==> src/rtl/apb_rr_arbiter.sv <==
// Four-requester round-robin arbiter driving a single APB master port.
// Optional ACCESS timeout (16 wait cycles, err + done) enabled by defining APB_ARB_TIMEOUT_EN.
module apb_rr_arbiter #(
    parameter int WIDTH = 8
) (
    input  logic               pclk,
    input  logic               preset,
    input  logic [3:0]         req,
    input  logic [3:0]         req_rw,
    input  logic [4*WIDTH-1:0] req_addr,
    input  logic [4*WIDTH-1:0] req_wdata,
    output logic [3:0]         gnt,
    output logic [3:0]         done,
    output logic [WIDTH-1:0]   rdata,
    output logic               err,
    output logic               psel,
    output logic               penable,
    output logic               pwrite,
    output logic [WIDTH-1:0]   paddr,
    output logic [WIDTH-1:0]   pwdata,
    input  logic [WIDTH-1:0]   prdata,
    input  logic               pready
);

    typedef enum logic [1:0] {IDLE, SETUP, ACCESS} state_t;

    state_t     state;
    logic [1:0] ptr;
    logic [1:0] winner;
    logic [1:0] win_sel;
    logic       timeout;

    // First asserted request at or above the pointer, wrapping 3 -> 0.
    function automatic logic [1:0] rr_pick(input logic [3:0] r, input logic [1:0] p);
        logic [1:0] idx;
        logic       found;
        rr_pick = p;
        found   = 1'b0;
        for (int k = 0; k < 4; k++) begin
            idx = p + 2'(k);
            if (!found && r[idx]) begin
                rr_pick = idx;
                found   = 1'b1;
            end
        end
    endfunction

    assign win_sel = rr_pick(req, ptr);

    always_ff @(posedge pclk or posedge preset) begin
        if (preset) begin
            state   <= IDLE;
            ptr     <= 2'd0;
            winner  <= 2'd0;
            gnt     <= 4'd0;
            done    <= 4'd0;
            rdata   <= '0;
            psel    <= 1'b0;
            penable <= 1'b0;
            pwrite  <= 1'b0;
            paddr   <= '0;
            pwdata  <= '0;
        end else begin
            done <= 4'd0;
            case (state)
                IDLE: begin
                    penable <= 1'b0;
                    if (|req) begin
                        state  <= SETUP;
                        winner <= win_sel;
                        gnt    <= 4'b0001 << win_sel;
                        psel   <= 1'b1;
                        pwrite <= req_rw[win_sel];
                        paddr  <= req_addr[win_sel*WIDTH +: WIDTH];
                        pwdata <= req_wdata[win_sel*WIDTH +: WIDTH];
                    end else begin
                        gnt  <= 4'd0;
                        psel <= 1'b0;
                    end
                end
                SETUP: begin
                    state   <= ACCESS;
                    penable <= 1'b1;
                end
                ACCESS: begin
                    // A timeout completes like a normal transfer but never loads rdata.
                    if (pready || timeout) begin
                        state   <= IDLE;
                        psel    <= 1'b0;
                        penable <= 1'b0;
                        gnt     <= 4'd0;
                        done    <= gnt;
                        ptr     <= winner + 2'd1;
                        if (pready && !pwrite)
                            rdata <= prdata;
                    end
                end
                default: state <= IDLE;
            endcase
        end
    end

`ifdef APB_ARB_TIMEOUT_EN
    logic [3:0] wait_cnt;

    assign timeout = (state == ACCESS) && !pready && (wait_cnt == 4'hf);

    always_ff @(posedge pclk or posedge preset) begin
        if (preset) begin
            wait_cnt <= 4'd0;
            err      <= 1'b0;
        end else begin
            err <= timeout;
            if (state == SETUP)
                wait_cnt <= 4'd0;
            else if (state == ACCESS && !pready)
                wait_cnt <= wait_cnt + 4'd1;
        end
    end
`else
    assign timeout = 1'b0;
    assign err     = 1'b0;
`endif

endmodule

==> config.mk <==
export PLATFORM = sky130hd
export DESIGN_NAME = apb_rr_arbiter
export DESIGN_NICKNAME = d
export VERILOG_FILES = /design/src/rtl/apb_rr_arbiter.sv
export SDC_FILE = /design/constraint.sdc
export NUM_CORES = 1
export LEC_CHECK = 0
export ABC_AREA = 1
export BUFFER_PORTS_ARGS = -buffer_cell sky130_fd_sc_hd__buf_2
export CAP_MARGIN = 40
export CORE_UTILIZATION = 49
export DETAILED_ROUTE_END_ITERATION = 6
export GPL_TIMING_DRIVEN = 0
export PLACE_DENSITY_LB_ADDON = 0.3
export SETUP_SLACK_MARGIN = 0.15
export SKIP_CTS_REPAIR_TIMING = 1
export SLEW_MARGIN = 20
export SYNTH_ARGS = -nofsm -noshare
export SYNTH_HDL_FRONTEND = slang
export SYNTH_SLANG_ARGS = --single-unit
==> constraint.sdc <==
create_clock -name pclk -period 1.98 [get_ports pclk]
set_input_delay 0.495 -clock pclk [delete_from_list [all_inputs] [get_ports pclk]]
set_output_delay 0.495 -clock pclk [all_outputs]
set_load 0.01 [all_outputs]
---- Word level (Yosys, flattened, before mapping) ----
Cells that the tools add are included.
cells by class
  add/subtract/negate cells ............... 4
  order comparisons ....................... 5
  equal/unequal tests ..................... 4
  shifts and indexed selects .............. 3
  muxes and demuxes ....................... 28
  reductions and logical operators ........ 18
operators by type and width
  kind                                                         count
  indexed part select 32 x 6 -> 8 bit                          2
  2-to-1 mux 4 bit                                             4
  less-than comparator 2 x 3 -> 1 bit (second input constant)  5
  binary-select mux 1 bit (select 2 bit)                       5
  2-to-1 mux 1 bit                                             10
  2-to-1 mux 2 bit                                             5
  AND reduction 2 bit                                          5
  case mux 4 bit (2 select lines)                              1
  case mux 2 bit (3 select lines)                              1
  adder 2 x 1 -> 2 bit (second input constant)                 2
  adder 2 bit (second input constant)                          2
  logical AND 1 bit                                            4
  logical NOT 1 bit                                            4
  != test 2 bit (second input constant)                        2
  OR reduction 4 bit                                           1
  << shifter 1 x 2 -> 4 bit (first input constant)             1
  case mux 1 bit (3 select lines)                              1
  AND reduction 3 bit                                          1
  nonzero test 3 bit                                           1
  equality test 2 x 1 -> 1 bit (second input constant)         1
  equality test 2 bit (second input constant)                  1
  logical NOT 2 bit                                            1
  case mux 1 bit (2 select lines)                              1
  nonzero test 2 bit                                           1
word-level totals
  bits in registers ....................... 41
  input port bits ......................... 83
  output and inout bits ................... 36

---- Depth between registers and ports, before layout ----
  depth after elaboration ................. 15
  gate-level depth with buffers ........... 17

---- Worst setup path before layout ----
No wires, ideal clock.
  kind .................................... register to register
  start ................................... register ptr[0]
  end ..................................... register paddr[1]
  setup time .............................. 0.116 ns
  arrival ................................. 1.618 ns
  slack ................................... 0.246 ns
  cell stages (with the launch flop) ...... 17
  path through ............................ dfrtp_1 -> inv_2 -> buf_6 -> nand2_4 -> nand2_2 -> nand2_1 -> nand2_2 -> nand2_4 -> nor2_8 -> nand2_4 -> buf_4 -> nand3_1 -> nand2_1 -> nand2_1 -> nand2_1 -> nand2_1 -> nand2_1
between the ends
  cells in the longest elaborated chain, start to end .. 13
  elaborated cells between the ends (all ways) .. 24
  classes of those cells .................. add/sub (3); shift (1); mux (14); reduce/logical (6)
ends and longest elaborated chain
  what                                                                           RTL line  text
  start: declaration                                                             28        logic [1:0] ptr;
  start signal: assignment                                                       93        ptr <= winner + 2'd1;
  parallel branches: the longest is 11 deep, another holds adder 2 x 1 -> 2 bit  -
  2-to-1 mux 2 bit (*)                                                           41        if (!found && r[idx]) begin
  indexed part select 32 x 6 -> 8 bit (*)                                        74        paddr <= req_addr[win_sel*WIDTH +: WIDTH];
  end signal: assignment                                                         74
  end: declaration                                                               19        output logic [WIDTH-1:0] paddr,
Every way passes the cells marked *. The select of a mux whose other input is x is not followed.
A chain may end at the register's enable or synchronous reset.

---- Final worst setup path ----
  start ................................... register ptr[1]
  end ..................................... register pwrite
between the ends
  cells in the longest elaborated chain, start to end .. 14
  elaborated cells between the ends (all ways) .. 25
  classes of those cells .................. add/sub (3); mux (16); reduce/logical (6)
ends and longest elaborated chain
  what                                                                           RTL line  text
  parallel branches: the longest is 11 deep, another holds adder 2 x 1 -> 2 bit  -
  2-to-1 mux 2 bit (*)                                                           41
  binary-select mux 1 bit (select 2 bit) (*)                                     73        pwrite <= req_rw[win_sel];
  2-to-1 mux 1 bit (implied by the code) (*)                                     73
  end signal: assignment                                                         73
  end: declaration                                                               18        output logic pwrite,
Marked as above.

==> flow_metrics.tcl <==
set metrics [dict create \
    mostFrequentLayoutCells "167 x nand2_1, 119 x buf_2, 59 x nand3_1" \
    synth_top_family_by_area "simple AND/OR/NAND/NOR gates" \
    cp.required_ps 2160 \
    numCtsBuffers 5 \
    synth_xor_area_frac 0.00289 \
    clk_pin_slew_worst_paths_ps 90 \
    ios 119 \
    crit_cells 16 \
    place_congestion 0.838 \
    skew_ps 6.34 \
    total_power_mw 8.20 \
    synth_mux_area_frac 0.0298 \
    overflow 0 \
    period_share 0.989 \
    synthSimpleGateAreaFrac 0.504 \
    cts_root_buf "clkbuf_8" \
    clockBufferDepth 2 \
    drc 0 \
    ys.flop_type "dfrtp_1" \
    coreArea_mm2 0.00592 \
    hold_path_class "input port to async pin" \
    clock_latency_ps 290 \
    grt_pass1_wl_mm 12.6 \
    grt_max_degree 29 \
    synth.cell_area_mm2 0.00303 \
    cp-start-kind "flop" \
    netlist_instances 403 \
    layout_commonest_cell "nand2_1" \
    initial_utilization 0.511 \
    path_max_fanout 10 \
    synth_compound_area_frac 0.0199 \
    dieWidth_um 80.6 \
    slew_violations 0 \
    grt_pass1_vias 2812 \
    drt_wl_total_mm 8.07 \
    critPathCaptureType "flop" \
    synth-seq-area-share 0.339 \
    fin_nets 629 \
    rsz0062_at_grt "true" \
    cts.sinks 41 \
    slowest_delay_ps 390 \
    async_reset_ff_frac 1.00 \
    crit_slowest_cell "dfrtp_1" \
    ys_seq_elements 41 \
    postRouteAntennaNets 0 \
    die_area_mm2 0.00649 \
    pre_cts_slack_ps -41.2 \
    antenna_found_initial 0 \
    syn_avg_cell_area_um2 7.51 \
    total_leakage_power_nw 2.41 \
    layout-drive-gt1-share 0.444 \
    fin_crit_ps 1960 \
    status "finished clean" \
    path_class "flop to flop" \
    cts_tree "done" \
    antenna_cells 0 \
    crit_arrival_ps 2140 \
    gr-usage-all-layers 0.251 \
    p_per_area_mw_per_mm2 1990 \
    reg2regPathDepth 16 \
    die_y_um 80.6 \
    num_vias 3104 \
    path_cells "buf_6 -> inv_6 -> nand2_1 -> nand2_2 -> nand2_1 -> nand2_2 -> nand2_4 -> nor2_8 -> nand2_4 -> buf_6 -> nand3_1 -> nand2_1 -> nand2_1 -> nand2_1 -> nand2_1 -> nand2_1" \
    hold_viol_final 0 \
    rows 28 \
    path_delay_family "simple AND/OR/NAND/NOR gates" \
    n_fill_cell 471 \
    dpl.hpwl_mm 5.99 \
    timing.fmax_mhz 511 \
    syn-num-nets 486 \
    vias_per_cell 4.99 \
    netlist-cell-type-count 27 \
    crit_top_cell "nand2_1" \
    synth-edff-count 0 \
    synthAdderAreaFrac 0 \
    htree_levels 2 \
    fin_ws_ps 21.4 \
    drt_pass1_iterations 4 \
    syn2layout_area_growth_pct 36.6 \
    setup_viol 0 \
    post_drt_wl_per_cell_um 13.0 \
    drt_iter0_drc 160 \
    drv_cap 0 \
    io_buffer_count 117 \
    vdd_drop_max_mv 1.32 \
    path_buf_inv 3 \
    yosys_warnings 0 \
]
[power by group]
part / leakage, nW / switching [mW] / internal (mW)
Sequential: 0.513 / 0.199 / 1.22
Clock: 0.0543 / 0.306 / 0.377
Combinational: 1.85 / 3.48 / 2.62
[per-stage QoR]
step	instance area, um^2	std cells	setup TNS [ps]	utilization	hold WS, ps
3_3_place_gp	3700	595	-407	0.626	459
2_1_floorplan	3030	403	0	-	474
6_report	4130	622	0	0.698	151
3_5_place_dp	3720	596	-120	0.629	460
4_1_cts	3840	604	-145	0.649	155
5_1_grt	4130	622	-1660	0.698	165
[path summary, 6_finish.rpt]
check                      startpoint        end  slack [ps]
setup reg to reg               ptr[1]     pwrite          20
hold reg to reg              paddr[1]   paddr[1]         470
min in group pclk           prdata[6]   rdata[6]         430
max in group asynchronous      preset  winner[1]        1380
setup / recovery               ptr[1]     pwrite          20
hold / removal                 preset   paddr[2]         150
[Yosys cell counts, types with 2 or more instances]
library cell | instances | area share
nor2_1 | 7 | 0.0087
o21ai_1 | 2 | 0.0033
nand2_8 | 3 | 0.020
inv_1 | 15 | 0.019
nand3_2 | 24 | 0.079
nand2_1 | 177 | 0.22
mux2_2 | 8 | 0.030
nand2_4 | 10 | 0.037
nand2_2 | 14 | 0.029
nand3_1 | 60 | 0.099
buf_6 | 10 | 0.037
buf_12 | 2 | 0.013
o21ai_0 | 6 | 0.0099
inv_2 | 3 | 0.0037
clkbuf_1 | 4 | 0.0050
dfrtp_1 | 41 | 0.34
buf_4 | 6 | 0.015
inv_4 | 2 | 0.0041
[registers in the layout (all words and copies together), names as in the netlist]
register / cells
winner: 2
state: 2
done: 4
ptr: 2
psel: 1
paddr: 8
penable: 1
pwdata: 8
rdata: 8
gnt: 4
pwrite: 1
[cell families (layout without fill, tap and decap cells)]
| logic type | Yosys count | after routing |
|---|---|---|
| and+or+nand+nor | 298 | 299 |
| buffers and inverters | 44 | 187 |
| DFF | 41 | 41 |
| AOI/OAI and AO/OA | 10 | 10 |
| muxes | 8 | 8 |
| other | 1 | 1 |
| xor gates and xnor gates | 1 | 1 |
[layout make-up]
type | instances | area [um^2] | share of cell area
timing repair buffer | 135 | 766 | 0.185
tap | 75 | 93.8 | 0.0227
inverter | 20 | 85.1 | 0.0206
multi-input combinational | 319 | 1760 | 0.426
clock buffer | 5 | 68.8 | 0.0167
clock inverter | 3 | 46.3 | 0.0112
sequential | 41 | 1030 | 0.248
buffer | 24 | 288 | 0.0696
[routing by layer]
metal | vias up | track usage | share of wire
li1 | 1571 | - | -
met1 | 1413 | 0.316 | 0.42
met2 | 110 | 0.431 | 0.51
met3 | 10 | 0.0398 | 0.058
met4 | 0 | 0.0857 | 0.016
met5 | - | 0 | 0
(Power assumes the default switching activity.)
